==> config.mk <==
export PLATFORM = sky130hd
export DESIGN_NAME = mux_8x1_scan_n_flat
export DESIGN_NICKNAME = d
export VERILOG_FILES = /design/src/rtl/mux_8x1_scan_n_if.sv /design/src/rtl/mux_8x1_scan_n.sv /design/src/flat_wrapper.sv
export SDC_FILE = /design/constraint.sdc
export NUM_CORES = 1
export LEC_CHECK = 0
export CORE_AREA = 2 2 63 95
export DETAILED_ROUTE_END_ITERATION = 8
export DIE_AREA = 0 0 65 97
export PLACE_DENSITY_LB_ADDON = 0.12
export SLEW_MARGIN = 30
export SYNTH_ARGS = -nofsm -noshare
export SYNTH_HDL_FRONTEND = slang
export SYNTH_SLANG_ARGS = --single-unit
==> constraint.sdc <==
create_clock -name clock -period 2.8 [get_ports clock]
set_input_delay 0.56 -clock clock [delete_from_list [all_inputs] [get_ports clock]]
set_output_delay 0.56 -clock clock [all_outputs]
set_load 0.05 [all_outputs]
==> src/rtl/mux_8x1_scan_n_if.sv <==
// Bus bundle for the 8-to-1 sequential collector: start/mask/channel data in,
// one valid/ready transfer lane plus status out.
interface mux_8x1_scan_n_if #(
    parameter int BITS = 3
);
    logic            start;
    logic [7:0]      mask;
    logic [BITS-1:0] D0, D1, D2, D3, D4, D5, D6, D7;
    logic            ready;
    logic [BITS-1:0] OUT;
    logic [2:0]      SEL;
    logic            valid;
    logic            busy;
    logic            done;

    // Producer/consumer side: drives the channels and the handshake ready.
    modport master (
        output start, mask, D0, D1, D2, D3, D4, D5, D6, D7, ready,
        input  OUT, SEL, valid, busy, done
    );

    // Collector side.
    modport slave (
        input  start, mask, D0, D1, D2, D3, D4, D5, D6, D7, ready,
        output OUT, SEL, valid, busy, done
    );
endinterface

==> src/rtl/mux_8x1_scan_n.sv <==
// Sequential 8-to-1 collector. On start, snapshots all eight channels and the
// enable mask, then presents each enabled channel (lowest index first) on a
// single valid/ready output, followed by a one-cycle done pulse.
module mux_8x1_scan_n #(
    parameter int BITS = 3
) (
    input logic              clock,
    input logic              reset,
    mux_8x1_scan_n_if.slave  bus
);
    typedef enum logic [1:0] {
        IDLE = 2'd0,
        SEND = 2'd1,
        DONE = 2'd2
    } state_t;

    state_t                 state_q, state_d;
    logic [7:0][BITS-1:0]   snap_q, snap_d;
    logic [7:0]             mask_q, mask_d;
    logic [2:0]             idx_q, idx_d;

    logic [7:0][BITS-1:0]   din;
    logic [2:0]             first_idx;
    logic [2:0]             next_idx;
    logic                   next_found;

    assign din = {bus.D7, bus.D6, bus.D5, bus.D4, bus.D3, bus.D2, bus.D1, bus.D0};

    // Lowest set bit of the incoming mask (only used when it is being captured).
    always_comb begin
        first_idx = '0;
        for (int i = 7; i >= 0; i--) begin
            if (bus.mask[i]) first_idx = 3'(i);
        end
    end

    // Lowest captured mask bit strictly above the current index; no wrap past 7.
    always_comb begin
        next_idx   = '0;
        next_found = 1'b0;
        for (int i = 7; i >= 0; i--) begin
            if (mask_q[i] && (3'(i) > idx_q)) begin
                next_idx   = 3'(i);
                next_found = 1'b1;
            end
        end
    end

    // Next-state: capture on start in IDLE, advance on each accepted transfer.
    always_comb begin
        state_d = state_q;
        snap_d  = snap_q;
        mask_d  = mask_q;
        idx_d   = idx_q;
        case (state_q)
            IDLE: begin
                if (bus.start) begin
                    snap_d  = din;
                    mask_d  = bus.mask;
                    idx_d   = first_idx;
                    state_d = (bus.mask != 8'h00) ? SEND : DONE;
                end
            end
            SEND: begin
                if (bus.ready) begin
                    if (next_found) begin
                        idx_d = next_idx;
                    end else begin
                        state_d = DONE;
                    end
                end
            end
            DONE: begin
                state_d = IDLE;
            end
            default: begin
                state_d = IDLE;
            end
        endcase
    end

    // Outputs decode straight from the registered state, so an async reset
    // clears them in the same instant.
    always_comb begin
        bus.OUT   = '0;
        bus.SEL   = '0;
        bus.valid = 1'b0;
        bus.busy  = 1'b0;
        bus.done  = 1'b0;
        case (state_q)
            SEND: begin
                bus.valid = 1'b1;
                bus.busy  = 1'b1;
                bus.OUT   = snap_q[idx_q];
                bus.SEL   = idx_q;
            end
            DONE: begin
                bus.done = 1'b1;
            end
            default: ;
        endcase
    end

    // State and snapshot registers.
    always_ff @(posedge clock or negedge reset) begin
        if (!reset) begin
            state_q <= IDLE;
            snap_q  <= '0;
            mask_q  <= '0;
            idx_q   <= '0;
        end else begin
            state_q <= state_d;
            snap_q  <= snap_d;
            mask_q  <= mask_d;
            idx_q   <= idx_d;
        end
    end
endmodule

==> src/flat_wrapper.sv <==
// flat-port wrapper written by rule: the top's interface ports become plain ports
module mux_8x1_scan_n_flat 
#(
    parameter int BITS = 3
)
  (clock, reset, bus_start, bus_mask, bus_D0, bus_D1, bus_D2, bus_D3, bus_D4, bus_D5, bus_D6, bus_D7, bus_ready, bus_OUT, bus_SEL, bus_valid, bus_busy, bus_done);
  mux_8x1_scan_n_if #(.BITS(BITS)) bus_i ();
  input logic clock;
  input logic reset;
  input wire logic [$bits(bus_i.start)-1:0] bus_start;
  input wire logic [$bits(bus_i.mask)-1:0] bus_mask;
  input wire logic [$bits(bus_i.D0)-1:0] bus_D0;
  input wire logic [$bits(bus_i.D1)-1:0] bus_D1;
  input wire logic [$bits(bus_i.D2)-1:0] bus_D2;
  input wire logic [$bits(bus_i.D3)-1:0] bus_D3;
  input wire logic [$bits(bus_i.D4)-1:0] bus_D4;
  input wire logic [$bits(bus_i.D5)-1:0] bus_D5;
  input wire logic [$bits(bus_i.D6)-1:0] bus_D6;
  input wire logic [$bits(bus_i.D7)-1:0] bus_D7;
  input wire logic [$bits(bus_i.ready)-1:0] bus_ready;
  output wire logic [$bits(bus_i.OUT)-1:0] bus_OUT;
  output wire logic [$bits(bus_i.SEL)-1:0] bus_SEL;
  output wire logic [$bits(bus_i.valid)-1:0] bus_valid;
  output wire logic [$bits(bus_i.busy)-1:0] bus_busy;
  output wire logic [$bits(bus_i.done)-1:0] bus_done;
  assign bus_i.start = bus_start;
  assign bus_i.mask = bus_mask;
  assign bus_i.D0 = bus_D0;
  assign bus_i.D1 = bus_D1;
  assign bus_i.D2 = bus_D2;
  assign bus_i.D3 = bus_D3;
  assign bus_i.D4 = bus_D4;
  assign bus_i.D5 = bus_D5;
  assign bus_i.D6 = bus_D6;
  assign bus_i.D7 = bus_D7;
  assign bus_i.ready = bus_ready;
  assign bus_OUT = bus_i.OUT;
  assign bus_SEL = bus_i.SEL;
  assign bus_valid = bus_i.valid;
  assign bus_busy = bus_i.busy;
  assign bus_done = bus_i.done;
  mux_8x1_scan_n #(.BITS(BITS)) u_core (.clock(clock), .reset(reset), .bus(bus_i));
endmodule
==> results of run 1 <==
[metrics by stage]
step	hold WS (ns)	total power [mW]	util, %	worst slack (ns)	instance area [µm²]
2_1_floorplan	0.2644	2.162	-	0.4443	1876
3_3_place_gp	0.4883	2.539	43.95	0.4869	2377
3_5_place_dp	0.4982	2.573	43.95	0.4758	2377
4_1_cts	0.5142	2.963	45.69	0.1513	2471
5_1_grt	0.5334	3.139	45.69	0.08518	2471
6_report	0.5075	2.929	45.69	0.1784	2471
[critical path, stage by stage (launching register included)]
cell and delay [ns]:
dfrtp_1 0.42, nand2b_2 0.26, inv_2 0.16, and2_1 0.14, clkdlybuf4s50_1 0.80
[metal layers]
metal | global-route usage [%] | up-vias
met5 | 0 | -
met4 | 6.874 | 0
met3 | 3.953 | 7
met2 | 25.22 | 36
met1 | 14.75 | 705
li1 | - | 679
[worst min path at each step]
stage,cells past startpoint,to,slack [ns]
floorplan,0,u_core.idx_q[0]$_DFFE_PN0P_,0.26
finish,1,u_core.snap_q[9]$_DFFE_PN0P_,0.51
global route,1,u_core.snap_q[9]$_DFFE_PN0P_,0.53
global placement,1,u_core.snap_q[22]$_DFFE_PN0P_,0.49
CTS,1,u_core.snap_q[15]$_DFFE_PN0P_,0.51
detailed placement,1,u_core.snap_q[10]$_DFFE_PN0P_,0.50
[layout make-up]
class | instances | area [µm²]
Clock inverter | 1 | 7.507
Fill cell | 504 | 2938
Timing Repair Buffer | 48 | 462.9
Sequential cell | 36 | 900.9
Tap cell | 70 | 87.58
Multi-Input combinational cell | 112 | 903.4
Clock buffer | 7 | 86.33
Inverter | 6 | 22.52
[sequential cells by signal (all words and copies together), names as in the netlist]
signal,count
u_core.state_q,2
u_core.mask_q,7
u_core.snap_q,24
u_core.idx_q,3
[kinds of logic (layout without fill, tap and decap cells)]
kind of cell           Yosys count  in the layout  synth area share (%)
muxes                           37             37                 25.82
buffers and inverters           15             62                 3.936
DFF                             36             36                 48.03
and+or+nand+nor                 45             45                 12.07
AOI/OAI and AO/OA               30             30                 10.14
[layout by cell type, fill, tap and decap left out, types with 2 or more instances in the layout]
cell | netlist | layout
clkdlybuf4s50_1 | 0 | 41
dfrtp_1 | 36 | 36
mux2_2 | 28 | 28
nand2_1 | 12 | 12
a21oi_1 | 10 | 10
nor2_1 | 11 | 10
buf_4 | 1 | 7
mux4_2 | 6 | 6
nand2b_1 | 6 | 6
o21ai_0 | 6 | 6
clkbuf_8 | 0 | 6
inv_1 | 5 | 5
nor4_1 | 3 | 3
nor3_1 | 3 | 3
mux2_1 | 3 | 3
and2_1 | 2 | 2
nor2b_1 | 2 | 2
a21o_1 | 2 | 2
o31ai_1 | 2 | 2
nand3_1 | 2 | 2
a221oi_1 | 2 | 2
[power groups by stage]
stage / Sequential [mW] / Clock, mW / Combinational (mW)
5_1_grt: 1.05 / 0.415 / 1.68
2_1_floorplan: 0.902 / 0 / 1.26
6_report: 1.00 / 0.381 / 1.55
3_5_place_dp: 1.02 / 0 / 1.55
3_3_place_gp: 1.01 / 0 / 1.53
4_1_cts: 1.01 / 0.396 / 1.56
==> metrics list, run 1 <==
- In this run, post-CTS repair resized a total of 0 instances.
- Number of vias per cell: 5.096
* Total global routing track utilization: 14.14%
- GR Overflow Total: 0
- Most frequent cells after synthesis: 36 x dfrtp_1, 28 x mux2_2, 12 x nand2_1
- Including well taps, the total number of placed cells is 272.
* Share of the synthesized area in the top cell type: 48.03%
- Horiz. Die Dim: 65 µm
* Power dissipated by switching net loads: 1.193 mW
- At the pin with the least slew margin, the transition time is 0.5711 ns.
- Tracing the worst setup path back leads to its startpoint at u_core.state_q[1]$_DFFE_PN0P_.
- The most critical setup path has its endpoint at bus_SEL[1].
- Final Slew Violations: 0
- Sequential cells burn 34.2% of the power.
- Average wire per standard cell: 14.70 µm
* Antenna-violating nets left: 0
* Power density cells: 1185 nW/µm²
- In this run the worst hold path is classified as flip-flop to flip-flop.
- Total number of clock tree sinks: 36
- In this run, synthesis produced a sequential element count of 36.
- Static timing analysis puts the maximum clock frequency at 381.4 MHz.
- Leading area contributor after synthesis: dfrtp_1
- Arrival time at the worst endpoint: 2.06 ns
* Number of endpoints with negative hold slack in the final report: 0
- In this run the vertical extent of the chip is 97 µm.
- In the final layout, the share of cells above drive strength 1 is 25.24%.
- Warnings from Yosys: 0
* Uppermost routed layer: met4
- Predominant post-synthesis flop cell: dfrtp_1
* Register-to-register setup slack: 0.78 ns
* Iteration count of the initial detailed-routing pass: 4
- The synthesized netlist occupies a cell area of 1876 µm².
- For this run, asynchronously set or reset flops after synthesis account for 100.0%.
* Internal power: 1.736 mW
- # rows: 33
- Reported max-cap violation count: 0
- TritonCTS built the clock tree.
- Met2 wire len: 2.296 mm
- Pin count of the biggest net entering global routing: 37
- Cell count after synthesis: 163
- Clock-pin slew was measured on the worst setup and hold paths at 0.07 ns.
* Total Nets Final: 245
- For this block, the initial DRC count from the detailed router was 48.
* Relative slew margins: 61.93%
* DRC Markers: 0
- Share of synthesized area occupied by flip-flops and latches: 48.03%
- The critical path is of the flip-flop to primary output type.
- The floorplan step defined a die boundary enclosing 6305 µm².
* Area overhead of the layout relative to synthesis: 31.75%
- The floorplan step defined a core boundary enclosing 5409 µm².
* Proportion of power drawn by the clock network: 13.0%
- Clock Root Buffer: clkbuf_8
* Hold-fix buffers, CTS: 0
- The routed design could run at a clock period as short as 2.622 ns.
- Routed length on met1: 1.554 mm
* Number of setup buffers added after CTS: 0
- 0 antenna diodes ended up in the layout.
* Worst Skew: 0.005451 ns
- The endpoint identified for the worst register-to-register timing path is u_core.idx_q[0]$_DFFE_PN0P_.
- Combinational logic burns 52.8% of the power.
* Leakage power summed over all cells: 0.9945 nW
- Amount of wire on met3 after detailed routing: 189 µm
- Total CTS buffers: 5
- RSZ-0062 raised after global routing: no
- The run finished with clean final reports.
- By area the synthesized netlist is led by dfrtp_1 48%, mux2_2 17%, mux4_2 7.2%.
- For this configuration, the core starts out at a cell density of 34.67%.
- Clock latency on the worst-skew pair, taken at its later pin, is 0.28 ns.
- The number of antenna violations at the first check in global routing was 0.
- Number of levels in the clock H-tree: 2
* Crit-path max FO: 9
- Total Routed Length: 4.117 mm
* Critical path capture point type: primary output
- The final critical path takes up 93.63% of the cycle.
- Detailed-route via count: 1,427
- Worst vdd rail ir drop: 510.6 µV
- IO buf count: 44
* Half-perimeter wire length of the detailed placement result: 3.086 mm
- Total Neg Setup Slack: 0 ns
- Setup violations remaining at the end of the flow were counted as 0.
- STA classifies the critical path startpoint as a flip-flop.
* Hold Crit Start: u_core.snap_q[9]$_DFFE_PN0P_
- Required time worst endpoint: 2.24 ns
* Reg2reg start: u_core.idx_q[0]$_DFFE_PN0P_
- First-pass GRT wire length: 6.879 mm
* Total nets after synthesis: 199
* Cell with the most instances after synthesis: dfrtp_1
- At the end of routability-driven placement, the weighted congestion stood at 0.8919.
* Switching power as a share of total power: 40.72%
- Yosys mapped the design onto 35 distinct sky130hd cell types.
- For this design the top-level I/O count stands at 45.
- Synthesized area divided by synthesized cell count: 11.51 µm²
- Number of cells in the finished layout apart from fillers: 280
- The number of global-route vias before repair is 1,511.
- Post-synth EDFFs: 0
- The clock passes through at most 2 buffers.
- Number of cells traversed by the worst register-to-register path: 5
No activity file was read; power rests on OpenSTA's default activity.
==> run 2, diff against run 1 <==
CELL_PAD_IN_SITES_DETAIL_PLACEMENT = 1   (was default)
CELL_PAD_IN_SITES_GLOBAL_PLACEMENT = 2   (was default)
CORE_AREA = 2 2 64 96   (was 2 2 63 95)
DIE_AREA = 0 0 66 98   (was 0 0 65 97)
SKIP_CTS_REPAIR_TIMING = 1   (was default)
==> run 2 against run 1 <==
Effect of this change: worst hold slack worse by 0.13 ns; setup slack worse by 0.071 ns; combinational power hardly changed; critical endpoint unchanged; largest power group unchanged; sequential share of layout area is 0.17 points lower; total power is 3.6% higher.
==> metrics list, run 2 (synthesized netlist as in run 1, its figures left out) <==
* Leakage power summed over all cells: 1.006 nW (+1.1%)
- GR Overflow Total: 0 (unchanged)
* Die outline area: 6468 µm² (+2.6%)
- Result of the run: completed
- The number of top-level pins was 45 (unchanged).
* Reg2reg start: u_core.idx_q[0]$_DFFE_PN0P_
- The library cell used most frequently in the layout, excluding fill and tap cells, is clkdlybuf4s50_1.
- Power density cells: 1222 nW/µm² (+3.1%)
* Total Routed Length: 4.611 mm (+12%)
* Number of vias per cell: 5.028 (-1.3%)
* Pin count of the biggest net entering global routing: 37 (unchanged)
- Capture instance of the worst register-to-register path: u_core.idx_q[2]$_DFFE_PN0P_
* Fin crit share: 96.16% (+2.5 points)
* Initial Util: 32.90% (-1.8 points)
- Placeable Area: 5700 µm² (+5.4%)
* Iteration count of the initial detailed-routing pass: 4 (unchanged)
- Tracing the worst setup path back leads to its startpoint at u_core.state_q[1]$_DFFE_PN0P_.
* Timing endpoint of the critical path: bus_SEL[1]
- Relative to the synthesized area, the layout overhead comes to 32.35%.
* Vias in the first global route: 1,648 (+9.1%)
* Total placed instance area: 2375 µm² (-0.11%)
- Clock Root Buffer: clkbuf_8
* Worst Skew: 0.002844 ns (-0.002608 ns)
* Actual transition at the worst max-transition pin: 0.8354 ns (+0.2643 ns)
- The final number of max-transition violations is 0 (unchanged).
- Share of layout cells above drive strength 1: 25.71% (+0.48 points)
- Highest Clock Rate: 371.4 MHz (-2.6%)
- Required time worst endpoint: 2.24 ns (about the same)
- Total number of clock tree sinks: 36 (unchanged)
- Total Neg Setup Slack: 0 ns (unchanged)
- Max reg flops: 24 (unchanged)
- Critical path capture point type: primary output
- Average wire per standard cell: 16.35 µm (+11%)
- The worst setup slack before clock tree synthesis came to 0.4096 ns (-0.06622 ns).
- Total global routing track utilization: 16.03% (+1.9 points)
- Proportion of power drawn by the clock network: 14.8% (+1.8 points)
- Clock tree from TritonCTS: yes
- The count of endpoints failing hold in the final timing report is 0 (unchanged).
- STA classifies the critical path startpoint as a flip-flop.
* Core occupancy in the finished layout: 43.55% (-2.1 points)
- The path class of the tightest hold or removal check is input port to async pin.
- Number of cells traversed by the worst register-to-register path: 5 (unchanged)
- Highest-count cells in the layout ignoring fill and taps: 40 x clkdlybuf4s50_1, 36 x dfrtp_1, 28 x mux2_2, 12 x nand2_1
- The net load switching power is 1.228 mW (+3.0%).
- Crit-path max FO: 9 (unchanged)
- More flip-flops sit in one register than any other, and that register is u_core.snap_q.
- The overall die height is 98 µm (+1.0%).
* Worst-case hold slack: 0.3767 ns (-0.1308 ns)
- The source-to-sink clock delay at the later pin of the worst-skew pair is 0.28 ns (about the same).
- Total CTS buffers: 5 (unchanged)
- The number of design-rule violations left by the first detailed-router iteration came to 35 (-27%).
* Worst vdd rail ir drop: 536.3 µV (+5.0%)
* IO buf count: 44 (unchanged)
- The routability congestion estimate from global placement was 0.8086 (-9.3%).
- Reported max-cap violation count: 0 (unchanged)
* DRC Markers: 0 (unchanged)
* Final total power: 3.034 mW (+3.6%)
* First-pass GRT wire length: 7.921 mm (+15%)
- Relative slew margins: 44.31% (-18 points)
- Buffers from clock root to sink, at most: 2 (unchanged)
* RSZ-0062 raised after global routing: no
- The relative contribution of combinational cells to total power came to 51.8% (-1.0 points).
- The critical path is of the flip-flop to primary output type.
* Total Nets Final: 245 (unchanged)
- The endpoint arrival time on the critical path was 2.13 ns (+0.07 ns).
- Register-to-register setup slack: 0.72 ns (-0.06 ns)
* Power share of the sequential group: 33.4% (-0.8 points)
* Clock transition at the register clock pins on the worst setup and hold paths after CTS: 0.07 ns (about the same)
- The internal power component is 1.806 mW (+4.0%).
- The number of rows created at floorplan came to 34 (+3.0%).
- Min Clock Period, post-route: 2.692 ns (+0.07082 ns)
* Switching power as a share of total power: 40.48% (-0.24 points)
- Final count of negative-setup-slack endpoints: 0 (unchanged)
- The cell total after placement was 274 (+0.74%).
* Half-perimeter wire length of the detailed placement result: 3.442 mm (+12%)
* Detailed-route via count: 1,418 (-0.63%)
* Horiz. Die Dim: 66 µm (+1.5%)
- The post-layout instance count excluding filler cells came to 282 (+0.71%).
* Number of levels in the clock H-tree: 2 (unchanged)
- Initial antenna violation count: 0 (unchanged)
- The setup slack after layout came to 0.1076 ns (-0.07081 ns).
* Antenna-violating nets left: 0 (unchanged)
- The final antenna diode count came to 0 (unchanged).
- Largest registers in the final layout: u_core.snap_q (24), u_core.mask_q (7), u_core.idx_q (3)
- The final instance area came to 2482 µm² (+0.46%).
==> run 2: worst max-delay path, cell delays in order (launching register included) <==
cell	delay, ns
dfrtp_1	0.43
nand2b_2	0.27
inv_2	0.17
and2_1	0.16
clkdlybuf4s50_1	0.81
==> run 2: power by group through the flow <==
stage          Sequential (mW)  Combinational [mW]  Clock, mW
2_1_floorplan            0.902                1.26          0
3_3_place_gp              1.01                1.56          0
3_5_place_dp              1.03                1.59          0
5_1_grt                   1.07                1.71      0.498
6_report                  1.01                1.57      0.448
4_1_cts                   1.02                1.60      0.464
==> run 2: routing by layer <==
layer  global-route usage (%)  share of wire, %  wire length (µm)  vias to the layer above
met3                    2.995               4.2               192                        4
li1                         -                 -                 -                      678
met5                        0                 0                 0                        -
met2                    29.60                56              2575                       35
met1                    18.69                39              1795                      701
met4                    3.768               1.0                47                        0
==> run 2: layout make-up <==
cell class / count / area [µm²]
clock buffers: 6 / 72.57
multi-input cells: 112 / 903.4
well taps: 72 / 90.09
repair buffers: 48 / 457.9
fillers: 638 / 3218
flip-flops and latches: 36 / 900.9
inverters: 6 / 22.52
clock inverters: 2 / 35.03
==> run 2: how the worst min path moves through the flow <==
stage,startpoint,end,slack (ns),cells past startpoint
final,reset,u_core.mask_q[5]$_DFFE_PN0P_,0.38,1
after global placement,u_core.snap_q[0]$_DFFE_PN0P_,u_core.snap_q[0]$_DFFE_PN0P_,0.49,1
after detailed placement,u_core.snap_q[0]$_DFFE_PN0P_,u_core.snap_q[0]$_DFFE_PN0P_,0.50,1
after global routing,reset,u_core.snap_q[20]$_DFFE_PN0P_,0.43,1
after CTS,reset,u_core.snap_q[23]$_DFFE_PN0P_,0.41,1
after floorplan,reset,u_core.idx_q[0]$_DFFE_PN0P_,0.26,0
